`config.mk`:
```
export PLATFORM = sky130hd
export DESIGN_NAME = hazard_stall_ctrl
export DESIGN_NICKNAME = d
export VERILOG_FILES = /design/src/rtl/hazard_stall_ctrl.sv
export SDC_FILE = /design/constraint.sdc
export NUM_CORES = 1
export LEC_CHECK = 0
export ABC_AREA = 1
export BUFFER_PORTS_ARGS = -buffer_cell sky130_fd_sc_hd__buf_4
export CORE_MARGIN = 2
export CORE_UTILIZATION = 39
export DETAILED_ROUTE_END_ITERATION = 12
export PLACE_DENSITY = 0.72
export SETUP_SLACK_MARGIN = 0.15
export SYNTH_ARGS = -nofsm -noshare
export SYNTH_HDL_FRONTEND = slang
export SYNTH_SLANG_ARGS = --single-unit
```
`constraint.sdc`:
```
create_clock -name clk_i -period 1.4 [get_ports clk_i]
set_input_delay 0.07 -clock clk_i [delete_from_list [all_inputs] [get_ports clk_i]]
set_output_delay 0.07 -clock clk_i [all_outputs]
set_load 0.02 [all_outputs]
```
`src/rtl/hazard_stall_ctrl.sv`:
```
// Load-use hazard / stall controller for the ID stage of the 5-stage pipeline.
// It detects a load in EX whose destination feeds the ID-stage instruction.
// It then holds PC and IF/ID and zeroes the control for LU_STALLS cycles.
// A taken branch flushes IF/ID only when no stall is in progress.
// A saturating counter records the number of cycles with the PC held.
module hazard_stall_ctrl #(
    parameter int REG_ADDR_W = 5,
    parameter int LU_STALLS  = 1,
    parameter int IGNORE_R0  = 1,
    parameter int CNT_W      = 16
) (
    input  logic                  clk_i,
    input  logic                  rst_i,
    input  logic                  ID_EX_MemRead_i,
    input  logic [REG_ADDR_W-1:0] ID_EX_RegisterRd_i,
    input  logic [REG_ADDR_W-1:0] IF_ID_RS_i,
    input  logic [REG_ADDR_W-1:0] IF_ID_RT_i,
    input  logic                  IF_ID_UsesRT_i,
    input  logic                  Branch_taken_i,
    output logic                  mux8_o,
    output logic                  IF_ID_write_o,
    output logic                  PC_write_o,
    output logic                  IF_ID_flush_o,
    output logic [CNT_W-1:0]      stall_cnt_o
);

    // FSM encoding. HOLD covers the extra bubbles after the first stall cycle.
    localparam logic ST_RUN  = 1'b0;
    localparam logic ST_HOLD = 1'b1;

    // Remaining HOLD cycles loaded on hazard entry.
    // The first stall cycle happens in RUN.
    localparam logic [3:0] REM_LOAD = 4'(LU_STALLS - 1);
    localparam logic [CNT_W-1:0] CNT_MAX = {CNT_W{1'b1}};

    logic             state_q, state_d;
    logic [3:0]       rem_q, rem_d;
    logic [CNT_W-1:0] cnt_q, cnt_d;

    logic rd_valid;
    logic rs_match;
    logic rt_match;
    logic haz;
    logic stall_now;

    // Hazard term.
    // A destination of r0 is ignored when IGNORE_R0 is set.
    // An rt match counts only if the ID instruction actually reads rt.
    always_comb begin
        rd_valid = !((IGNORE_R0 != 0) && (ID_EX_RegisterRd_i == '0));
        rs_match = (ID_EX_RegisterRd_i == IF_ID_RS_i);
        rt_match = (ID_EX_RegisterRd_i == IF_ID_RT_i);
        haz      = ID_EX_MemRead_i && rd_valid && (rs_match || (IF_ID_UsesRT_i && rt_match));
    end

    // Stall in the same cycle a hazard is seen in RUN.
    // Also stall unconditionally in HOLD, because the bubble is already in EX.
    always_comb begin
        stall_now = ((state_q == ST_RUN) && haz) || (state_q == ST_HOLD);
    end

    // Pipeline control outputs. Reset forces the pass-through pattern.
    // A stall masks the flush because the branch operands are stale.
    always_comb begin
        if (rst_i) begin
            mux8_o        = 1'b1;
            IF_ID_write_o = 1'b1;
            PC_write_o    = 1'b1;
            IF_ID_flush_o = 1'b0;
        end else begin
            mux8_o        = !stall_now;
            IF_ID_write_o = !stall_now;
            PC_write_o    = !stall_now;
            IF_ID_flush_o = Branch_taken_i && !stall_now;
        end
    end

    // Next state and bubble countdown.
    // The HOLD cycle with rem==1 is the last stall cycle.
    always_comb begin
        state_d = state_q;
        rem_d   = rem_q;
        case (state_q)
            ST_RUN: begin
                if (haz && (LU_STALLS > 1)) begin
                    state_d = ST_HOLD;
                    rem_d   = REM_LOAD;
                end
            end
            ST_HOLD: begin
                if (rem_q <= 4'd1) begin
                    state_d = ST_RUN;
                    rem_d   = 4'd0;
                end else begin
                    rem_d = rem_q - 4'd1;
                end
            end
            default: begin
                state_d = ST_RUN;
                rem_d   = 4'd0;
            end
        endcase
    end

    // Saturating count of cycles with the PC held.
    always_comb begin
        cnt_d = cnt_q;
        if (!PC_write_o && (cnt_q != CNT_MAX)) begin
            cnt_d = cnt_q + 1'b1;
        end
    end

    // State registers.
    // Reset abandons any stall in progress and clears the counter.
    always_ff @(posedge clk_i) begin
        if (rst_i) begin
            state_q <= ST_RUN;
            rem_q   <= 4'd0;
            cnt_q   <= '0;
        end else begin
            state_q <= state_d;
            rem_q   <= rem_d;
            cnt_q   <= cnt_d;
        end
    end

    assign stall_cnt_o = cnt_q;

endmodule

```
# Yosys cells after proc, flatten, opt, wreduce, memory -nomap -nowiden
# Index checks and enable logic that the tools add are counted.
# W data, S select, Z words.
dict set report word_totals {
  register_bits 21
  input_bits 20
  output_inout_bits 20
}
dict set report op_classes {
  addsub 2
  order_cmp 1
  eq_ne 3
  n_mux 4
  bitwise_logic 1
  reduce_logical 13
}
# op n
set op_table {}
lappend op_table {{$add A16 B1 Y16 const B} 1}
lappend op_table {{$ne A16 B16 Y1 const B} 1}
lappend op_table {{$eq A5 B5 Y1} 2}
lappend op_table {{$logic_and A1 B1 Y1} 6}
lappend op_table {{$logic_not A5 Y1} 1}
lappend op_table {{$le A4 B1 Y1 const B} 1}
lappend op_table {{$mux W4} 1}
lappend op_table {{$sub A4 B1 Y4 const B} 1}
lappend op_table {{$logic_not A1 Y1} 3}
lappend op_table {{$mux W1} 3}
lappend op_table {{$logic_or A1 B1 Y1} 2}
lappend op_table {{$reduce_or A2 Y1} 1}
lappend op_table {{$not A1 Y1} 1}

# Logic depth before layout (Yosys ltp)
# Gate-level depths: netlist of the first run.
dict set report depth {
  depth_word 10
  ltp_mapped 12
}

# Worst setup path before layout of the first run
# OpenSTA, ideal clock, no wires.
dict set report synth_timing {
  path_kind {reg-to-reg}
  from {register cnt_q[1] (netlist: stall_cnt_o[1])}
  to {register cnt_q[0] (netlist: stall_cnt_o[0])}
  setup_ns 0.113
  arrival_ns 1.528
  path_slack_ns -0.241
  path_stages_with_launch 11
  cell_sequence {dfxtp_1 ha_1 nand2_1 nor2_4 nand4_2 nor2_4 inv_2 nand3_2 nand2_1 nand2_1 nor2_1}
}
dict set report synth_between {
  elab_chain_cells 2
}
# item line
set synth_rtl {}
lappend synth_rtl {{from (decl)} 38} ;# logic [CNT_W-1:0] cnt_q, cnt_d;
lappend synth_rtl {{from (signal assigned)} 123} ;# cnt_q <= cnt_d;
lappend synth_rtl {{$ne A16 B16 Y1} 108} ;# if (!PC_write_o && (cnt_q != CNT_MAX)) begin
lappend synth_rtl {{$logic_and A1 B1 Y1} 108}
# No other way between the ends.
# A chain may end at the register's enable or synchronous reset.

# Worst setup path in the final report of the first run
# Ends and elaborated chain as after synthesis.

==> results of run 1 <==
-- worst reg2reg max path: stages (launching register included) --
cell,delay (ps)
dfxtp_4,390
ha_4,150
nand2_4,60
nor2_4,130
nand4_4,100
nor2_4,220
inv_4,80
nand3_4,100
nand2_1,60
nand2_1,50
nor2_1,40
-- worst max path at each step --
stage / slack [ps] / to / cells past startpoint / startpoint
floorplan: -6 / stall_cnt_o[2]$_SDFFE_PP0P_ / 10 / stall_cnt_o[1]$_SDFFE_PP0P_
global placement: 1 / stall_cnt_o[0]$_SDFFE_PP0P_ / 10 / stall_cnt_o[1]$_SDFFE_PP0P_
detailed placement: -40 / stall_cnt_o[10]$_SDFFE_PP0P_ / 9 / stall_cnt_o[1]$_SDFFE_PP0P_
CTS: -8 / stall_cnt_o[13]$_SDFFE_PP0P_ / 10 / stall_cnt_o[1]$_SDFFE_PP0P_
global route: -180 / stall_cnt_o[0]$_SDFFE_PP0P_ / 10 / stall_cnt_o[1]$_SDFFE_PP0P_
finish: -80 / stall_cnt_o[0]$_SDFFE_PP0P_ / 10 / stall_cnt_o[1]$_SDFFE_PP0P_
-- logic make-up (layout without fill, tap and decap cells) --
group,Yosys count,after routing,share of synthesized area (%)
fa+ha+maj,3,3,2.648
flops,21,21,29.66
xor+xnor,4,4,2.472
compound gates,13,13,4.943
buf+inv,45,111,13.59
simple gates,146,147,46.69
-- cell type report --
cell class,count,area [µm²],share of cell area (%)
clock buffers,3,22.52,1.073
clock inverters,1,5.005,0.2385
inverters,39,153.9,7.335
multi-input cells,167,898.4,42.81
flip-flops and latches,21,440.4,20.99
well taps,46,57.56,2.743
repair buffers,68,520.5,24.81
-- metrics by stage --
step / total power, mW / TNS [ps]
after global routing: 1.114 / -2160
after floorplan: 0.6895 / -13.92
final: 1.062 / -537.7
after CTS: 1.058 / -19.07
after detailed placement: 0.7569 / -119.5
after global placement: 0.7550 / 0
-- cells in the mapped netlist --
cell type	count	area share [%]
a21oi_1	6	2.1
a31oi_1	2	0.88
and3_1	1	0.44
buf_2	1	0.35
buf_4	4	2.1
buf_6	1	0.79
dfxtp_1	21	30
ha_1	3	2.6
inv_1	38	10
inv_2	1	0.26
nand2_1	68	18
nand2_2	1	0.44
nand2_4	1	0.79
nand3_1	16	5.6
nand3_2	2	1.4
nand4_1	11	4.9
nand4_2	1	0.88
nor2_1	35	9.3
nor2_2	1	0.44
nor2_4	3	2.4
nor3_1	6	2.1
o21ai_0	4	1.4
o31ai_1	1	0.53
xnor2_1	2	1.2
xor2_1	2	1.2
-- per-layer routing --
metal / GRT usage, % / routed length [µm] / vias to the layer above
li1: - / - / 861
met1: 23.41 / 1716 / 734
met2: 32.55 / 1778 / 38
met3: 3.521 / 181 / 2
met4: 4.787 / 15 / 0
met5: 0 / 0 / -
-- what timing repair did --
item                                   CTS  global route
pin swaps                                7             6
endpoints found under the hold margin    5             5
setup endpoints to repair               22            24
gates resized for setup                 17             9
cloned                                   1             0
setup buffers                            3             4
-- sequential cells by signal, summed over array words and instances (netlist names) --
register and count:
stall_cnt_o 16, state_q 1, rem_q 4
-- where the power goes --
| group | internal, mW | switching [mW] |
|---|---|---|
| registers | 0.595 | 0.00161 |
| clock network | 0.107 | 0.195 |
| logic | 0.0782 | 0.0849 |
==> results.sh, run 1 <==
export IMPL_layout_cells_non_filler=345
export IMPL_p_leak_nw=1.064
export IMPL_path_clk_slew_ps=120
export IMPL_period_minus_slack_ps=1476
export IMPL_dp_slack_ps=-37.78
export IMPL_syn_num_nets=255
export IMPL_diodes=0
export IMPL_max_stage_delay_ps=390
export IMPL_r2r_start="stall_cnt_o[1]$_SDFFE_PP0P_"
export IMPL_worstReg2RegEnd="stall_cnt_o[0]$_SDFFE_PP0P_"
export IMPL_nFillCells=340
export IMPL_cts_buffer_depth=2
export IMPL_relSlewSlack_pct=60.87
export IMPL_grt_pass1_wl_um=6272
export IMPL_violations="negative setup slack"
export IMPL_hold_ws_ps=305.0
export IMPL_viasPerCell=4.739
export IMPL_power_density_mw_per_mm2=505.9
export IMPL_final_setup_skew_ps=1.892
export IMPL_drtAntennaViolNets=0
export IMPL_io_pins=40
export IMPL_first_iter_violations=56
export IMPL_ir_drop_uv=506.9
export IMPL_layout_setup_ws_ps=-76.37
export IMPL_drt_pass1_iterations=4
export IMPL_tightest_slew_ps=586.3
export IMPL_status="complete, but fails checks"
export IMPL_gp_congestion=0.8665
export IMPL_grtUsageTotal_pct=18.63
export IMPL_timing_final_crit_share_pct=105.5
export IMPL_core_mm2=0.003416
export IMPL_nets=323
export IMPL_hpwl_um=2617
export IMPL_die_h_um=64.29
export IMPL_overflow=0
export IMPL_die_area_mm2=0.004133
export IMPL_critPathMaxFanout=6
export IMPL_drv_cap=0
export IMPL_min_to="stall_cnt_o[0]$_SDFFE_PP0P_"
export IMPL_hold_path_class="input port to flop"
export IMPL_slowest_stage="dfxtp_4"
export IMPL_initial_core_util_pct=41.50
export IMPL_finalSetupViolations=12
export IMPL_syn_area_per_cell_um2=6.110
export IMPL_dp_cells=332
export IMPL_final_cell_mix="buf_4 (65), nand2_1 (64), inv_1 (36), nor2_1 (32), nand3_1 (14)"
export IMPL_grt_max_degree=16
export IMPL_yosysUniqueCellTypes=25
export IMPL_critical_path_top_delay_family="simple AND/OR/NAND/NOR gates"
export IMPL_fmax_mhz=677.3
export IMPL_synthCells=232
export IMPL_layout_commonest_cell="buf_4"
export IMPL_syn_cell_area_mm2=0.001418
export IMPL_htree_levels=1
export IMPL_vias=1635
export IMPL_die_w_um=64.29
export IMPL_critPathCaptureType="flop"
export IMPL_ys_ff_latch=21
export IMPL_numCtsBuffers=3
export IMPL_synth_seq_area_share_pct=29.66
export IMPL_rr_worst_depth=10
export IMPL_cts_tree="built"
export IMPL_rows=21
export IMPL_clock_latency_ps=310
export IMPL_final_design_area_no_fill_mm2=0.002098
export IMPL_antenna_found_initial=0
export IMPL_worstPathBufferInverterCount=1
export IMPL_portBuffers=39
export IMPL_slew_violations=0
export IMPL_hold_violations=0
export IMPL_postLayoutCoreUtil_pct=61.43
export IMPL_rsz0062_at_grt="yes"
export IMPL_dpl_cell_area_mm2=0.001924
export IMPL_area_growth_pct=48.01
export IMPL_drcViolationCount=0
export IMPL_avgRoutedWirePerCell_um=10.70
export IMPL_grt_pass1_vias=1503
export IMPL_worst_setup_path_start_kind="flop"
export IMPL_crit_type="flop to flop"
export IMPL_whs_path_depth=4
export IMPL_crit_chain="ha_4 > nand2_4 > nor2_4 > nand4_4 > nor2_4 > inv_4 > nand3_4 > nand2_1 > nand2_1 > nor2_1"
export IMPL_wl_um=3691
export IMPL_root_buffer="clkbuf_4"
export IMPL_clkSinkCount=21
export IMPL_r2r_slack_ps=-80
export IMPL_critPathArrivalTime_ps=1690
export IMPL_critPathRequiredTime_ps=1620
export IMPL_min_from="rst_i"
export IMPL_drive_gt1_share_pct=36.12
export IMPL_ys_warn_count=0
Power figures use the tool's default switching activity.
==> run 2: changes to the inputs <==
--- a/config.mk
+++ b/config.mk
@@ -10,7 +10,7 @@
 export CORE_MARGIN = 2
 export CORE_UTILIZATION = 39
 export DETAILED_ROUTE_END_ITERATION = 12
-export PLACE_DENSITY = 0.72
+export PLACE_DENSITY = 0.65
 export SETUP_SLACK_MARGIN = 0.15
 export SYNTH_ARGS = -nofsm -noshare
 export SYNTH_HDL_FRONTEND = slang
==> run 2 against run 1 <==
Against the previous run:
- the flow still finishes with violations (negative setup slack)
- critical path depth is 1 lower
- first-iteration DRC count is 13% higher
- via count up 0.12%
- utilization increased by 0.073 points
- non-clock buffer count shrank 2
- worst hold slack worse by 64 ps
- cell count is 0.58% lower
==> results.sh, run 2 (synthesized netlist as in run 1, its figures left out) <==
export IMPL_grt_pass1_vias=1385
export IMPL_final_cell_mix="nand2_1 (62), buf_4 (62), inv_1 (36), nor2_1 (34), nand3_1 (14)"
export IMPL_antenna_found_initial=0
export IMPL_status="complete, but fails checks"
export IMPL_cts_tree="built"
export IMPL_vias=1637
export IMPL_area_growth_pct=48.19
export IMPL_viasPerCell=4.773
export IMPL_die_w_um=64.29
export IMPL_overflow=0
export IMPL_numCtsBuffers=3
export IMPL_diodes=0
export IMPL_avgRoutedWirePerCell_um=10.43
export IMPL_finalSetupViolations=15
export IMPL_critPathRequiredTime_ps=1610
export IMPL_cts_buffer_depth=2
export IMPL_critPathMaxFanout=3
export IMPL_rows=21
export IMPL_whs_path_depth=4
export IMPL_critPathArrivalTime_ps=1700
export IMPL_nets=321
export IMPL_hpwl_um=2480
export IMPL_rr_worst_depth=9
export IMPL_multi_input_area_um2=908.4
export IMPL_drive_gt1_share_pct=36.70
export IMPL_gp_congestion=0.8549
export IMPL_ir_drop_uv=405.3
export IMPL_root_buffer="clkbuf_4"
export IMPL_first_iter_violations=63
export IMPL_drt_pass1_iterations=4
export IMPL_initial_core_util_pct=41.50
export IMPL_grt_pass1_wl_um=5802
export IMPL_worstReg2RegEnd="stall_cnt_o[3]$_SDFFE_PP0P_"
export IMPL_fmax_mhz=668.8
export IMPL_seqPwrFrac_pct=56.1
export IMPL_p_comb_share_pct=15.0
export IMPL_tightest_slew_ps=488.0
export IMPL_p_leak_nw=1.062
export IMPL_timing_final_crit_share_pct=106.8
export IMPL_grtUsageTotal_pct=17.32
export IMPL_p_sw_share_pct=26.59
export IMPL_worst_setup_path_start_kind="flop"
export IMPL_drtAntennaViolNets=0
export IMPL_dp_cells=329
export IMPL_path_clk_slew_ps=130
export IMPL_core_mm2=0.003416
export IMPL_min_from="rst_i"
export IMPL_layout_setup_ws_ps=-95.16
export IMPL_switchingPower_mw=0.2820
export IMPL_clock_latency_ps=310
export IMPL_io_pins=40
export IMPL_power_share_clock_pct=28.9
export IMPL_rsz0062_at_grt="yes"
export IMPL_die_h_um=64.29
export IMPL_r2r_start="stall_cnt_o[1]$_SDFFE_PP0P_"
export IMPL_relSlewSlack_pct=67.43
export IMPL_violations="negative setup slack"
export IMPL_drcViolationCount=0
export IMPL_r2r_slack_ps=-100
export IMPL_report_power_total_mw=1.060
export IMPL_nFillCells=344
export IMPL_crit_type="flop to flop"
export IMPL_largest_reg_flops=16
export IMPL_hold_path_class="input port to flop"
export IMPL_drv_cap=0
export IMPL_die_area_mm2=0.004133
export IMPL_dp_slack_ps=-51.25
export IMPL_min_to="stall_cnt_o[0]$_SDFFE_PP0P_"
export IMPL_layout_cells_non_filler=343
export IMPL_slew_violations=0
export IMPL_critPathCaptureType="flop"
export IMPL_htree_levels=1
export IMPL_grt_max_degree=15
export IMPL_portBuffers=39
export IMPL_power_density_mw_per_mm2=504.8
export IMPL_hold_violations=0
export IMPL_wl_um=3576
export IMPL_clkSinkCount=21
export IMPL_period_minus_slack_ps=1495
export IMPL_p_int_mw=0.7784
export IMPL_seq_area_um2=444.2
export IMPL_final_setup_skew_ps=11.55
## run 2: changes by cell type in the layout (fill, tap and decap cells not counted), sizes merged
| cell | before | now |
|---|---|---|
| clkinvlp | 0 | 1 |
| buf | 67 | 65 |
| clkinv | 1 | 0 |
## run 2: metrics by stage
stage	area (µm²)	utilization [%]	TNS, ps	hold WS, ps
after CTS	1997	58.46	-222.0	228.6
after detailed placement	1902	55.68	-250.1	280.5
after global routing	2101	61.50	-2624	291.3
after floorplan	1463	-	-13.92	134.1
final	2101	61.50	-748.1	241.0
after global placement	1902	55.68	-9.609	280.5
## run 2: worst max-delay path, cell delays in order (launching register included)
cell,delay [ps]
dfxtp_4,390
ha_4,150
nand2_4,60
nor2_4,140
nand2_2,90
nor2_4,140
nand2_2,100
buf_6,120
a31oi_1,150
nor2_1,50
## run 2: layer usage
metal / vias to the layer above / wire length [µm] / GRT usage [%]
li1: 863 / - / -
met1: 722 / 1644 / 22.39
met2: 48 / 1693 / 29.43
met3: 4 / 198 / 2.641
met4: 0 / 40 / 5.585
met5: - / 0 / 0
## run 2: layout make-up
class / instances / share of cell area (%)
well taps: 46 / 2.740
clock buffers: 3 / 1.072
multi-input cells: 167 / 43.24
clock inverters: 1 / 0.3574
inverters: 39 / 7.207
repair buffers: 66 / 24.24
flip-flops and latches: 21 / 21.14
## run 2: worst max-delay path by stage
stage	cells past startpoint	endpoint	from	slack, ps
5_1_grt	8	stall_cnt_o[11]$_SDFFE_PP0P_	stall_cnt_o[2]$_SDFFE_PP0P_	-230
2_1_floorplan	10	stall_cnt_o[2]$_SDFFE_PP0P_	stall_cnt_o[1]$_SDFFE_PP0P_	-6
3_3_place_gp	10	stall_cnt_o[2]$_SDFFE_PP0P_	stall_cnt_o[1]$_SDFFE_PP0P_	-9
6_report	9	stall_cnt_o[3]$_SDFFE_PP0P_	stall_cnt_o[1]$_SDFFE_PP0P_	-100
4_1_cts	10	stall_cnt_o[2]$_SDFFE_PP0P_	stall_cnt_o[0]$_SDFFE_PP0P_	-30
3_5_place_dp	10	stall_cnt_o[2]$_SDFFE_PP0P_	stall_cnt_o[1]$_SDFFE_PP0P_	-50
## run 2: what timing repair did
| item | in CTS | in global routing |
|---|---|---|
| hold buffers | 1 | 0 |
| hold endpoints to repair | 5 | 0 |
| pin swaps | 3 | 5 |
| gates cloned | 1 | 0 |
| setup buffers | 3 | 5 |
| gates resized for setup | 8 | 21 |
| endpoints found under the setup margin | 21 | 24 |
## run 2: power groups by stage
stage                     Sequential (mW)  Combinational [mW]  Clock (mW)
after floorplan                     0.612              0.0773           0
after global placement              0.611               0.143           0
after detailed placement            0.611               0.144           0
after CTS                           0.597               0.153       0.316
after global routing                0.596               0.179       0.351
final                               0.595               0.159       0.306
==> run 3: changes to the inputs <==
--- a/config.mk
+++ b/config.mk
@@ -6,11 +6,11 @@
 export NUM_CORES = 1
 export LEC_CHECK = 0
 export ABC_AREA = 1
-export BUFFER_PORTS_ARGS = -buffer_cell sky130_fd_sc_hd__buf_4
 export CORE_MARGIN = 2
-export CORE_UTILIZATION = 39
+export CORE_UTILIZATION = 56
 export DETAILED_ROUTE_END_ITERATION = 12
-export PLACE_DENSITY = 0.65
+export DONT_BUFFER_PORTS = 1
+export PLACE_DENSITY = 0.74
 export SETUP_SLACK_MARGIN = 0.15
 export SYNTH_ARGS = -nofsm -noshare
 export SYNTH_HDL_FRONTEND = slang
==> run 3 against run 2 <==
Against the previous run:
- the flow still finishes with violations (negative setup slack)
- critical path type unchanged
- non-clock buffer count is 37 lower
- clock power is 4% lower
- clock skew fell by 6.1 ps
- design area is 14% lower
==> results.sh, run 3 (synthesized netlist as in run 1, its figures left out) <==
export IMPL_area_growth_pct=27.01
export IMPL_clkSinkCount=21
export IMPL_report_power_total_mw=0.9993
export IMPL_core_mm2=0.002432
export IMPL_whs_path_depth=3
export IMPL_worstPathBufferInverterCount=1
export IMPL_die_area_mm2=0.002950
export IMPL_rr_worst_depth=10
export IMPL_drcViolationCount=0
export IMPL_critical_path_top_delay_family="simple AND/OR/NAND/NOR gates"
export IMPL_cts_tree="built"
export IMPL_grt_max_degree=15
export IMPL_r2r_slack_ps=-80
export IMPL_critPathRequiredTime_ps=1610
export IMPL_r2r_start="stall_cnt_o[1]$_SDFFE_PP0P_"
export IMPL_min_from="rst_i"
export IMPL_crit_chain="ha_4 > nand2_4 > nor2_4 > nand4_2 > nor2_4 > inv_2 > nand3_1 > nand2_1 > nand2_1 > nor2_1"
export IMPL_initial_core_util_pct=58.28
export IMPL_hold_path_class="input port to flop"
export IMPL_grt_most_used_layer="met2"
export IMPL_die_w_um=54.32
export IMPL_largest_reg_flops=16
export IMPL_period_minus_slack_ps=1477
export IMPL_tightest_slew_ps=301.9
export IMPL_grt_pass1_vias=1383
export IMPL_layout_cells_non_filler=290
export IMPL_max_stage_delay_ps=380
export IMPL_nFillCells=210
export IMPL_grt_util_met1_pct=29.38
export IMPL_dp_cells=280
export IMPL_slew_violations=0
export IMPL_diodes=0
export IMPL_p_leak_nw=0.8578
export IMPL_hpwl_um=2611
export IMPL_violations="negative setup slack"
export IMPL_drt_pass1_iterations=4
export IMPL_crit_type="flop to flop"
export IMPL_critPathCaptureType="flop"
export IMPL_wl_um=3631
export IMPL_slowest_stage="dfxtp_4"
export IMPL_fmax_mhz=676.9
export IMPL_grt_pass1_wl_um=5623
export IMPL_hold_violations=0
export IMPL_grtUsageTotal_pct=26.04
export IMPL_die_h_um=54.32
export IMPL_nets=284
export IMPL_status="complete, but fails checks"
export IMPL_ir_drop_uv=701.5
export IMPL_numCtsBuffers=3
export IMPL_critPathMaxFanout=6
export IMPL_use_met3_pct=4.098
export IMPL_critPathArrivalTime_ps=1680
export IMPL_cts_buffer_depth=2
export IMPL_worst_setup_path_start_kind="flop"
export IMPL_io_pins=40
export IMPL_min_to="stall_cnt_o[1]$_SDFFE_PP0P_"
export IMPL_finalSetupTns_ps=-291.9
export IMPL_vias=1525
export IMPL_root_buffer="clkbuf_4"
export IMPL_first_iter_violations=44
export IMPL_htree_levels=1
export IMPL_rsz0062_at_grt="yes"
export IMPL_layout_setup_ws_ps=-77.27
export IMPL_gp_congestion=0.8228
export IMPL_clock_latency_ps=310
export IMPL_timing_final_crit_share_pct=105.5
export IMPL_finalSetupViolations=9
export IMPL_hold_ws_ps=42.80
export IMPL_drv_cap=0
export IMPL_path_clk_slew_ps=120
export IMPL_viasPerCell=5.259
export IMPL_drtAntennaViolNets=0
export IMPL_final_setup_skew_ps=5.439
export IMPL_drive_gt1_share_pct=26.15
export IMPL_relSlewSlack_pct=79.66
export IMPL_rows=18
export IMPL_power_density_mw_per_mm2=555.0
export IMPL_layout_commonest_cell="nand2_1"
export IMPL_overflow=0
export IMPL_avgRoutedWirePerCell_um=12.52
export IMPL_antenna_found_initial=0
export IMPL_final_cell_mix="nand2_1 (64), inv_1 (36), nor2_1 (32), buf_4 (25), nand3_1 (15)"
export IMPL_portBuffers=0
export IMPL_worstReg2RegEnd="stall_cnt_o[8]$_SDFFE_PP0P_"
export IMPL_grt_use_met2_pct=48.19
## run 3: cell types whose count changed in the layout (fill, tap and decap cells not counted), moves of 2 or more
cell and change:
nand2_1 +2, nor2_1 -2, buf_6 -3, nand3_2 -2
inv_4 -2, o21ai_0 +2, buf_4 -37, nor2_4 +2
dlygate4sd3_1 +2
## run 3: stage by stage
| step | setup slack, ps | utilization, % | instance area, µm² |
|---|---|---|---|
| 2_1_floorplan | -5.694 | - | 1463 |
| 3_3_place_gp | 27.23 | 67.70 | 1647 |
| 3_5_place_dp | -50.07 | 67.70 | 1647 |
| 4_1_cts | -23.58 | 72.17 | 1755 |
| 5_1_grt | -197.4 | 74.02 | 1800 |
| 6_report | -77.27 | 74.02 | 1800 |
## run 3: worst max path at each step
stage	start	endpoint	slack [ps]	depth (start not counted)
6_report	stall_cnt_o[1]$_SDFFE_PP0P_	stall_cnt_o[8]$_SDFFE_PP0P_	-80	10
5_1_grt	stall_cnt_o[1]$_SDFFE_PP0P_	stall_cnt_o[8]$_SDFFE_PP0P_	-200	10
4_1_cts	stall_cnt_o[1]$_SDFFE_PP0P_	stall_cnt_o[6]$_SDFFE_PP0P_	-20	9
3_5_place_dp	stall_cnt_o[1]$_SDFFE_PP0P_	stall_cnt_o[15]$_SDFFE_PP0P_	-50	10
3_3_place_gp	stall_cnt_o[1]$_SDFFE_PP0P_	stall_cnt_o[2]$_SDFFE_PP0P_	30	10
2_1_floorplan	stall_cnt_o[1]$_SDFFE_PP0P_	stall_cnt_o[2]$_SDFFE_PP0P_	-6	10
## run 3: tightest hold or removal path, cell delays in order
cell	delay, ps
inv_1	80
nand3_1	100
o21ai_0	70
## run 3: what timing repair did
item                                    in CTS  in global routing
buffers inserted                             2                  0
pin swaps                                    3                  3
cloned                                       1                  0
resized for setup                            9                 14
endpoints found under the hold margin        7                  0
endpoints found under the setup margin      20                 24
hold buffers                                 3                  0
## run 3: final cells by class
type | instances | area [µm²] | share of cell area [%]
clock buffers | 3 | 22.52 | 1.251
clock inverters | 1 | 5.005 | 0.2780
inverters | 39 | 151.4 | 8.409
multi-input cells | 167 | 902.1 | 50.10
flip-flops and latches | 21 | 444.2 | 24.67
well taps | 30 | 37.54 | 2.085
repair buffers | 29 | 237.7 | 13.20
## run 3: report_power, final
| group | internal (mW) | total, mW | switching (mW) |
|---|---|---|---|
| Clock | 0.107 | 0.294 | 0.187 |
| Combinational | 0.0412 | 0.111 | 0.0694 |
| Sequential | 0.593 | 0.595 | 0.00181 |
## run 3: layer usage
layer	up-vias	routed length, µm
met2	60	1887
li1	783	-
met4	0	38
met3	7	256
met1	675	1448
met5	-	0
